<file path="config.mk">
export PLATFORM = sky130hd
export DESIGN_NAME = rex_collision_scorer
export DESIGN_NICKNAME = d
export VERILOG_FILES = /design/src/rtl/rex_collision_scorer_pkg.sv /design/src/rtl/rex_collision_scorer_bcd_counter4.sv /design/src/rtl/rex_collision_scorer.sv
export SDC_FILE = /design/constraint.sdc
export NUM_CORES = 1
export LEC_CHECK = 0
export ABC_CLOCK_PERIOD_IN_PS = 2300
export BUFFER_PORTS_ARGS = -buffer_cell sky130_fd_sc_hd__clkbuf_2
export CORE_ASPECT_RATIO = 0.7
export CORE_MARGIN = 3
export CORE_UTILIZATION = 38
export DETAILED_ROUTE_END_ITERATION = 16
export PLACE_DENSITY = 0.78
export REMOVE_ABC_BUFFERS = 1
export SYNTH_ARGS = -nofsm -noshare
export SYNTH_HDL_FRONTEND = slang
export SYNTH_SLANG_ARGS = --single-unit
export TNS_END_PERCENT = 10
</file>
<file path="constraint.sdc">
create_clock -name clk120kHz -period 2.3 [get_ports clk120kHz]
set_clock_uncertainty 0.15 [all_clocks]
set_input_delay 0.69 -clock clk120kHz [delete_from_list [all_inputs] [get_ports clk120kHz]]
set_output_delay 0.69 -clock clk120kHz [all_outputs]
set_load 0.03 [all_outputs]
</file>
<file path="src/rtl/rex_collision_scorer_pkg.sv">
// -----------------------------------------------------------------------------
// rex_pkg
// Shared definitions for the rex collision/score block:
//   - game_state codes driven by the game-control block
//   - FSM state encoding for rex_collision_scorer
//   - default sprite geometry
//   - BCD helper functions (decimal-to-BCD constant, digit-wise compare)
// No ports (package).
// -----------------------------------------------------------------------------
package rex_pkg;

    // game_state codes from the control block (2'd2 is unused/illegal)
    localparam logic [1:0] ST_INIT    = 2'd0;
    localparam logic [1:0] ST_PLAYING = 2'd1;
    localparam logic [1:0] ST_OVER    = 2'd3;

    typedef enum logic [1:0] {
        IDLE = 2'd0,
        RUN  = 2'd1,
        HIT  = 2'd2
    } fsm_state_e;

    // Sprite geometry defaults, in pixels
    localparam int REX_X = 16;
    localparam int REX_W = 16;
    localparam int OBS_W = 16;
    localparam int OBS_H = 26;

    // Convert a decimal constant (0..9999) to 4-digit packed BCD
    function automatic logic [15:0] to_bcd(input int value);
        logic [15:0] result;
        int          rem;
        result = 16'h0000;
        rem    = value;
        for (int i = 0; i < 4; i++) begin
            result[i*4 +: 4] = 4'(rem % 10);
            rem              = rem / 10;
        end
        return result;
    endfunction

    // True when BCD value a is strictly greater than b, compared digit by
    // digit from the thousands digit down
    function automatic logic bcd_gt(input logic [15:0] a, input logic [15:0] b);
        logic decided;
        logic greater;
        decided = 1'b0;
        greater = 1'b0;
        for (int i = 3; i >= 0; i--) begin
            if (!decided && (a[i*4 +: 4] != b[i*4 +: 4])) begin
                decided = 1'b1;
                greater = (a[i*4 +: 4] > b[i*4 +: 4]);
            end else begin
                decided = decided;
            end
        end
        return greater;
    endfunction

endpackage

</file>
<file path="src/rtl/rex_collision_scorer_bcd_counter4.sv">
// -----------------------------------------------------------------------------
// bcd_counter4
// Four-digit packed-BCD incrementer with synchronous clear and saturation.
// Ports:
//   clk120kHz  in   system clock
//   rstn       in   asynchronous active-low reset (q -> 0)
//   clr        in   synchronous clear, wins over inc
//   inc        in   add one (BCD, ripple carry between digits)
//   q          out  [15:0] count, q[15:12] is thousands
// -----------------------------------------------------------------------------
module bcd_counter4 #(
    parameter logic [15:0] MAX_BCD = 16'h9999
) (
    input  logic        clk120kHz,
    input  logic        rstn,
    input  logic        clr,
    input  logic        inc,
    output logic [15:0] q
);

    logic [15:0] q_r;
    logic [15:0] q_inc_s;
    logic        carry_s;

    // BCD +1 with per-digit carry; holds at MAX_BCD
    always_comb begin
        q_inc_s = q_r;
        carry_s = 1'b1;
        if (q_r == MAX_BCD) begin
            q_inc_s = q_r;
        end else begin
            for (int i = 0; i < 4; i++) begin
                if (carry_s) begin
                    if (q_r[i*4 +: 4] == 4'd9) begin
                        q_inc_s[i*4 +: 4] = 4'd0;
                        carry_s           = 1'b1;
                    end else begin
                        q_inc_s[i*4 +: 4] = q_r[i*4 +: 4] + 4'd1;
                        carry_s           = 1'b0;
                    end
                end else begin
                    q_inc_s[i*4 +: 4] = q_r[i*4 +: 4];
                end
            end
        end
    end

    // Count register
    always_ff @(posedge clk120kHz or negedge rstn) begin
        if (!rstn) begin
            q_r <= 16'h0000;
        end else if (clr) begin
            q_r <= 16'h0000;
        end else if (inc) begin
            q_r <= q_inc_s;
        end else begin
            q_r <= q_r;
        end
    end

    assign q = q_r;

endmodule

</file>
<file path="src/rtl/rex_collision_scorer.sv">
// -----------------------------------------------------------------------------
// rex_collision_scorer
// Detects rex/obstacle overlap, emits a one-cycle registered hit pulse and a
// crashed level, and keeps a 4-digit BCD run score advanced on each rising
// edge of the 6 Hz game tick.
// Optional: define REX_HISCORE_EN to build a session high-score register;
// otherwise hi_score is tied to zero.
// Ports:
//   clk120kHz   in   system clock
//   rstn        in   asynchronous active-low reset
//   clk6Hz      in   6 Hz square wave, synchronous to clk120kHz
//   rex_y       in   [15:0] rex height offset
//   obs_left    in   [15:0] obstacle left x
//   game_state  in   [1:0]  0=init, 1=playing, 3=over
//   hit         out  one-cycle pulse, cycle after first overlapped cycle
//   crashed     out  level, high while in the HIT state
//   score       out  [15:0] BCD run score
//   hi_score    out  [15:0] BCD session best (0 when compiled out)
// -----------------------------------------------------------------------------
module rex_collision_scorer
    import rex_pkg::*;
#(
    parameter int REX_X_P   = REX_X,
    parameter int REX_W_P   = REX_W,
    parameter int OBS_W_P   = OBS_W,
    parameter int OBS_H_P   = OBS_H,
    parameter int SCORE_MAX = 9999
) (
    input  logic        clk120kHz,
    input  logic        rstn,
    input  logic        clk6Hz,
    input  logic [15:0] rex_y,
    input  logic [15:0] obs_left,
    input  logic [1:0]  game_state,
    output logic        hit,
    output logic        crashed,
    output logic [15:0] score,
    output logic [15:0] hi_score
);

    localparam logic [15:0] MAX_BCD   = to_bcd(SCORE_MAX);
    localparam logic [16:0] REX_LEFT  = 17'(REX_X_P);
    localparam logic [16:0] REX_RIGHT = 17'(REX_X_P + REX_W_P);

    fsm_state_e  state_r;
    fsm_state_e  next_s;
    logic        clk6hz_d_r;
    logic        tick_s;
    logic        ov_s;
    logic [16:0] obs_left_x_s;
    logic [16:0] obs_right_s;
    logic        clr_s;
    logic        inc_s;
    logic        hit_next_s;
    logic        crashed_next_s;
    logic        hit_r;
    logic        crashed_r;
    logic [15:0] score_s;

    // Edge history of the 6 Hz input for rising-edge tick detection
    always_ff @(posedge clk120kHz or negedge rstn) begin
        if (!rstn) begin
            clk6hz_d_r <= 1'b0;
        end else begin
            clk6hz_d_r <= clk6Hz;
        end
    end

    assign tick_s = clk6Hz & ~clk6hz_d_r;

    // Overlap test; widened to 17 bits so obs_left + OBS_W cannot wrap
    assign obs_left_x_s = {1'b0, obs_left};
    assign obs_right_s  = obs_left_x_s + 17'(OBS_W_P);
    assign ov_s = (obs_left_x_s < REX_RIGHT) &&
                  (obs_right_s > REX_LEFT) &&
                  (rex_y < 16'(OBS_H_P));

    // Next-state and counter control; init and the illegal code 2 both
    // force IDLE with the score cleared, which also suppresses a hit
    always_comb begin
        next_s = state_r;
        clr_s  = 1'b0;
        inc_s  = 1'b0;
        if ((game_state == ST_INIT) || (game_state == 2'd2)) begin
            next_s = IDLE;
            clr_s  = 1'b1;
        end else begin
            case (state_r)
                IDLE: begin
                    clr_s = 1'b1;
                    if (game_state == ST_PLAYING) begin
                        next_s = RUN;
                    end else begin
                        next_s = IDLE;
                    end
                end
                RUN: begin
                    // collision takes priority over a same-cycle tick
                    if (ov_s) begin
                        next_s = HIT;
                    end else if (tick_s) begin
                        inc_s = 1'b1;
                    end else begin
                        next_s = RUN;
                    end
                end
                HIT: begin
                    next_s = HIT;
                end
                default: begin
                    next_s = IDLE;
                    clr_s  = 1'b1;
                end
            endcase
        end
    end

    assign hit_next_s     = (state_r == RUN) && (next_s == HIT);
    assign crashed_next_s = (next_s == HIT);

    // FSM state and registered hit/crashed outputs
    always_ff @(posedge clk120kHz or negedge rstn) begin
        if (!rstn) begin
            state_r   <= IDLE;
            hit_r     <= 1'b0;
            crashed_r <= 1'b0;
        end else begin
            state_r   <= next_s;
            hit_r     <= hit_next_s;
            crashed_r <= crashed_next_s;
        end
    end

    bcd_counter4 #(
        .MAX_BCD (MAX_BCD)
    ) u_score (
        .clk120kHz (clk120kHz),
        .rstn      (rstn),
        .clr       (clr_s),
        .inc       (inc_s),
        .q         (score_s)
    );

`ifdef REX_HISCORE_EN
    logic [15:0] hi_score_r;

    // Session best, captured at the moment of collision; only rstn clears it
    always_ff @(posedge clk120kHz or negedge rstn) begin
        if (!rstn) begin
            hi_score_r <= 16'h0000;
        end else if (hit_next_s && bcd_gt(score_s, hi_score_r)) begin
            hi_score_r <= score_s;
        end else begin
            hi_score_r <= hi_score_r;
        end
    end

    assign hi_score = hi_score_r;
`else
    assign hi_score = 16'h0000;
`endif

    assign hit     = hit_r;
    assign crashed = crashed_r;
    assign score   = score_s;

endmodule

</file>
### Word level (Yosys, flattened, before mapping)

Cells that the tools add are included.

| storage, ports and cells | value |
|---|---|
| bits in registers | 21 |
| bits of input ports | 37 |
| output and inout bits | 34 |

| cells by class | value |
|---|---|
| $add $sub $neg | 5 |
| magnitude comparators | 3 |
| equal/unequal tests | 11 |
| muxes and demuxes | 29 |
| bitwise operators | 2 |
| reductions and logical operators | 15 |

Operators with widths:

| operator | count |
|---|---|
| $mux W16 | 3 |
| $mux W4 | 7 |
| $add A16 B5 Y17 const B | 1 |
| $gt A17 B5 Y1 const B | 1 |
| $add A4 B1 Y4 const B | 4 |
| $eq A16 B16 Y1 const B | 1 |
| $eq A4 B4 Y1 const B | 4 |
| $lt A16 B5 Y1 const B | 1 |
| $lt A16 B6 Y1 const B | 1 |
| $mux W1 | 15 |
| $reduce_and A3 Y1 | 3 |
| $reduce_bool A2 Y1 | 4 |
| $eq A2 B2 Y1 const B | 3 |
| $mux W2 | 3 |
| $pmux W2 S3 | 1 |
| $eq A2 B1 Y1 const B | 2 |
| $logic_not A2 Y1 | 2 |
| $logic_and A1 B1 Y1 | 3 |
| $ne A2 B2 Y1 const B | 1 |
| $reduce_and A2 Y1 | 1 |
| $reduce_or A2 Y1 | 1 |
| $and A1 B1 Y1 | 1 |
| $logic_or A1 B1 Y1 | 1 |
| $not A1 Y1 | 1 |

### Depth between registers and ports, before layout

| depth | value |
|---|---|
| depth after elaboration | 11 |
| gate-level depth with buffers | 9 |

### By module

A second synthesis with hierarchy kept.

| unflattened totals | value |
|---|---|
| cell total of the unflattened synthesis | 194 |
| area, all modules | 1724.2 sq um |

By module, submodules not included:

| module | instances | cells each | area an instance (sq um) |
|---|---|---|---|
| bcd_counter4 | 1 | 103 | 975.9 |
| rex_collision_scorer | 1 | 91 | 748.2 |

### Least setup slack after synthesis

Ideal clock, no wire load.

| path | value |
|---|---|
| path kind | input to register |
| start | input obs_left[4] |
| end | register u_score.q_r[4] (netlist: u_score.q[4]) |
| arrival | 2611 ps |
| path slack | -539 ps |
| cell stages on the path | 9 |
| path buffers | 1 |
| path through | ha_1 > a211oi_1 > o2bb2ai_1 > nor4_4 > o211ai_2 > and2_4 > buf_6 > or4_1 > a21oi_1 |

| between the ends | value |
|---|---|
| cells in the longest elaborated chain, start to end | 9 |

RTL lines:

| what | RTL line | source |
|---|---|---|
| start: declaration | rex_collision_scorer.sv:33 | `input logic [15:0] obs_left,` |
| $add A16 B5 Y17 | rex_collision_scorer.sv:73 | `assign obs_right_s = obs_left_x_s + 17'(OBS_W_P);` |
| $gt A17 B5 Y1 | rex_collision_scorer.sv:75 | `(obs_right_s > REX_LEFT) &&` |
| $logic_and A1 B1 Y1 (*) | rex_collision_scorer.sv:74 | `assign ov_s = (obs_left_x_s < REX_RIGHT) &&` |
| $logic_and A1 B1 Y1 (*) | rex_collision_scorer.sv:75 |  |
| $mux W1 (*) | rex_collision_scorer.sv:99 | `if (ov_s) begin` |
| $mux W1 (*) | rex_collision_scorer.sv:88 | `case (state_r)` |
| $mux W1 (*) | rex_collision_scorer.sv:84 | `if ((game_state == ST_INIT) \|\| (game_state == 2'd2)) begin` |
| $reduce_bool A2 Y1 (no line) (*) | -- |  |
| $reduce_and A3 Y1 (no line) (*) | -- |  |
| end signal: assignment | rex_collision_scorer_bcd_counter4.sv:55 | `q_r <= q_inc_s;` |
| end signal: assignment | rex_collision_scorer_bcd_counter4.sv:57 | `q_r <= q_r;` |
| end: declaration | rex_collision_scorer_bcd_counter4.sv:21 | `logic [15:0] q_r;` |

Every way passes the cells marked *; elsewhere a longest branch is shown, timed or not.
A chain may end at the register's enable or synchronous reset.

### Worst setup path after layout

| path | value |
|---|---|
| start | input obs_left[4] |
| end | register u_score.q_r[7] (netlist: u_score.q[7]) |

Same word-level chain as after synthesis.

==> results.yml <==
die:
  fp.dieW_um: 85.5
  std_cell_rows: 19
  io_pins: 71
  initial_utilization_pct: 41.1
  die_y_um: 61.7
  design.core.area_mm2: 0.00409
  die-area_mm2: 0.00527
cells_and_area:
  antennaDiodeCount: 0
  drive_gt1_share_pct: 41.4
  area_delta_synth_final_pct: 41.9
  nFillCells: 344
  final_nets: 331
  utilization_pct: 58.4
timing:
  finalSetupViolCount: 17
  fin_crit_sh_pct: 109
  relSlewSlack_pct: 64.4
  fin_ws_ps: -215
  worst_slew_pin_slew_ps: 534
  finalMaxSlewViolations: 0
  fin_setup_tns_ps: -1940
  period_minus_slack_ps: 2520
  whs_ps: 235
  max_freq_mhz: 398
  finalHoldViolCount: 0
  grt_setup_unrepaired: "true"
placed_design:
  place_congestion: 0.886
  portBuffers: 53
  dp_slack_ps: -662
  dpl.hpwl_mm: 3.53
cts:
  cts_hold_buf: 0
  cts_buffers: 3
  cts_tree: "yes"
  path_clk_slew_ps: 80
  clock_sinks: 21
  ctsHtreeMaxLevel: 1
  clk_path_buf_depth: 2
  clock_latency_ps: 270
  cts_root_buffer: "clkbuf_8"
power:
  swShare_pct: 30.0
  power_frac_clock_pct: 30.5
  p_leak_nw: 1.10
  switchingPower_mw: 0.248
  power.internal_mw: 0.579
  vdd_drop_max_mv: 0.232
  seq_power_share_pct: 45.2
  p_comb_share_pct: 24.3
  powerDensity_mw_per_mm2: 347
setup_path:
  required_ps: 2350
  crit_arrival_ps: 2560
  r2r-start: "u_score.q[8]"
  worstSetupPathType: "in -> reg"
  critical_path.startpoint_type: "input pin"
  r2r_end: "u_score.q[8]"
  startpoint: "obs_left[4]"
  end_kind: "register"
  worst-r2r-cell-count: 9
  cp_max_fo: 6
  rrSetupSlack_ps: 130
global_routing:
  grt_max_degree: 22
  grt_pass1_wl_mm: 7.91
  antenna_found_initial: 0
  grtUsageTotal_pct: 19.0
  first_global_vias: 1666
  gr-total-overflow: 0
drt:
  vias: 1787
  wl_per_cell_um: 14.6
  ant_nets: 0
  drt-initial-drc-count: 109
  drt-total-wl_mm: 4.84
  drc: 0
  drtPass1Iterations: 4
  viasPerCell: 5.38
synthesis:
  ys_types: 49
  synth_common_cells: "21 x dfrtp_1, 16 x buf_4, 14 x nor2_1"
  synthTopCellsByArea: "dfrtp_1 31%, ha_1 9.7%, buf_4 7.1%"
  yosys.area.top_type: "dfrtp_1"
  ys_ff_latch: 21
  synth_most_common_cell: "dfrtp_1"
  synth_area_mm2: 0.00168
  ys_seq_area_share_pct: 31.3
  synth_edf_count: 0
  ys_dominant_reg_cell: "dfrtp_1"
  postSynthAreaPerCell_um2: 8.80
  netlist.area_leader.share_pct: 31.3
  async_reset_ff_share_pct: 100
  yosys_warnings: 0
  syn_inst: 191
run:
  maxCapViolations: 0
outcome:
  failed_checks: "setup timing"
  run_status: "complete, but fails checks"
min_path:
  holdCritPathClass: "in -> async"
## stage by stage
stage	cells	area [um2]	power, mW
after floorplan	188	1600	0.466
after global placement	325	2170	0.553
after detailed placement	325	2170	0.556
after CTS	332	2340	0.828
after global routing	332	2390	0.863
final	332	2390	0.827
## power groups by stage
stage | clock (mW) | sequential (mW) | combinational (mW)
after global routing | 0.269 | 0.375 | 0.220
after global placement | 0 | 0.381 | 0.172
after floorplan | 0 | 0.382 | 0.0843
final | 0.252 | 0.374 | 0.201
after detailed placement | 0 | 0.382 | 0.175
after CTS | 0.261 | 0.374 | 0.192
## logic make-up after synthesis
logic type	count (synthesis)	share of synthesized area, %
muxes	2	1.19
adders and majority gates	13	9.67
other	1	0.223
DFF	21	31.2
AOI/OAI and AO/OA	41	17.2
and+or+nand+nor	81	27.8
xor gates and xnor gates	5	2.60
buffers and inverters	27	10.0
## routing by layer
layer	global-route usage (%)	vias to the layer above	routed length, um
met5	0	-	0
met4	3.39	0	71
met3	4.28	6	312
met2	31.1	60	2230
met1	26.4	858	2230
li1	-	863	-
## cells in the final DEF, fill, tap and decap left out, types with 2 or more instances in the layout
master	netlist	final
a211oi_2	0	3
a21oi_1	9	4
a21oi_2	0	5
a2bb2oi_2	0	2
and2_1	2	2
and3_1	2	2
and3b_1	3	3
buf_4	16	29
buf_6	1	5
buf_8	0	2
clkbuf_2	0	51
clkbuf_8	0	3
conb_1	1	16
dfrtp_1	21	21
ha_1	13	11
ha_4	0	2
inv_1	9	8
mux2i_1	2	2
nand2_1	13	13
nand3_1	11	11
nand3b_1	4	4
nand4_1	5	5
nor2_1	14	13
nor2b_1	2	2
nor3_1	5	3
nor3_2	0	2
nor4_1	6	6
o211ai_1	4	4
o21ai_0	4	4
o31ai_1	4	4
o41ai_1	2	2
or4_1	6	4
or4_4	0	2
xnor2_1	3	3
## sequential cells by signal, indices dropped and copies added (netlist names)
signal,count
u_score.q,16
crashed,1
clk6hz_d_r,1
state_r,2
hit,1
## area by class of cell
type	instances	area [um2]	area share, %
Sequential cell	21	526	22.0
Tap cell	52	65.1	2.73
Clock buffer	4	45.0	1.89
Inverter	9	33.8	1.42
Timing Repair Buffer	87	559	23.4
Multi-Input combinational cell	159	1160	48.5
## worst max-delay path: stages
cell and delay (ps):
buf_8 100, buf_6 120, and4_4 180, a311o_1 350, nand3_1 110, o211ai_2 160, and2_4 200, or4_1 500
o21ai_1 140
## what timing repair did
| action | in CTS | in global routing |
|---|---|---|
| cloned | 1 | 0 |
| setup endpoints to repair | 20 | 20 |
| resized for setup | 17 | 14 |
| setup buffers | 2 | 0 |
| pin swaps | 11 | 6 |
## worst max path at each step
stage	to	slack, ps	cells past startpoint
after floorplan	u_score.q[3]	-460	8
after global placement	u_score.q[5]	-590	9
after detailed placement	u_score.q[5]	-660	9
after CTS	u_score.q[5]	-210	9
after global routing	u_score.q[2]	-310	9
final	u_score.q[7]	-220	9
No activity file was read; power rests on OpenSTA's default activity.
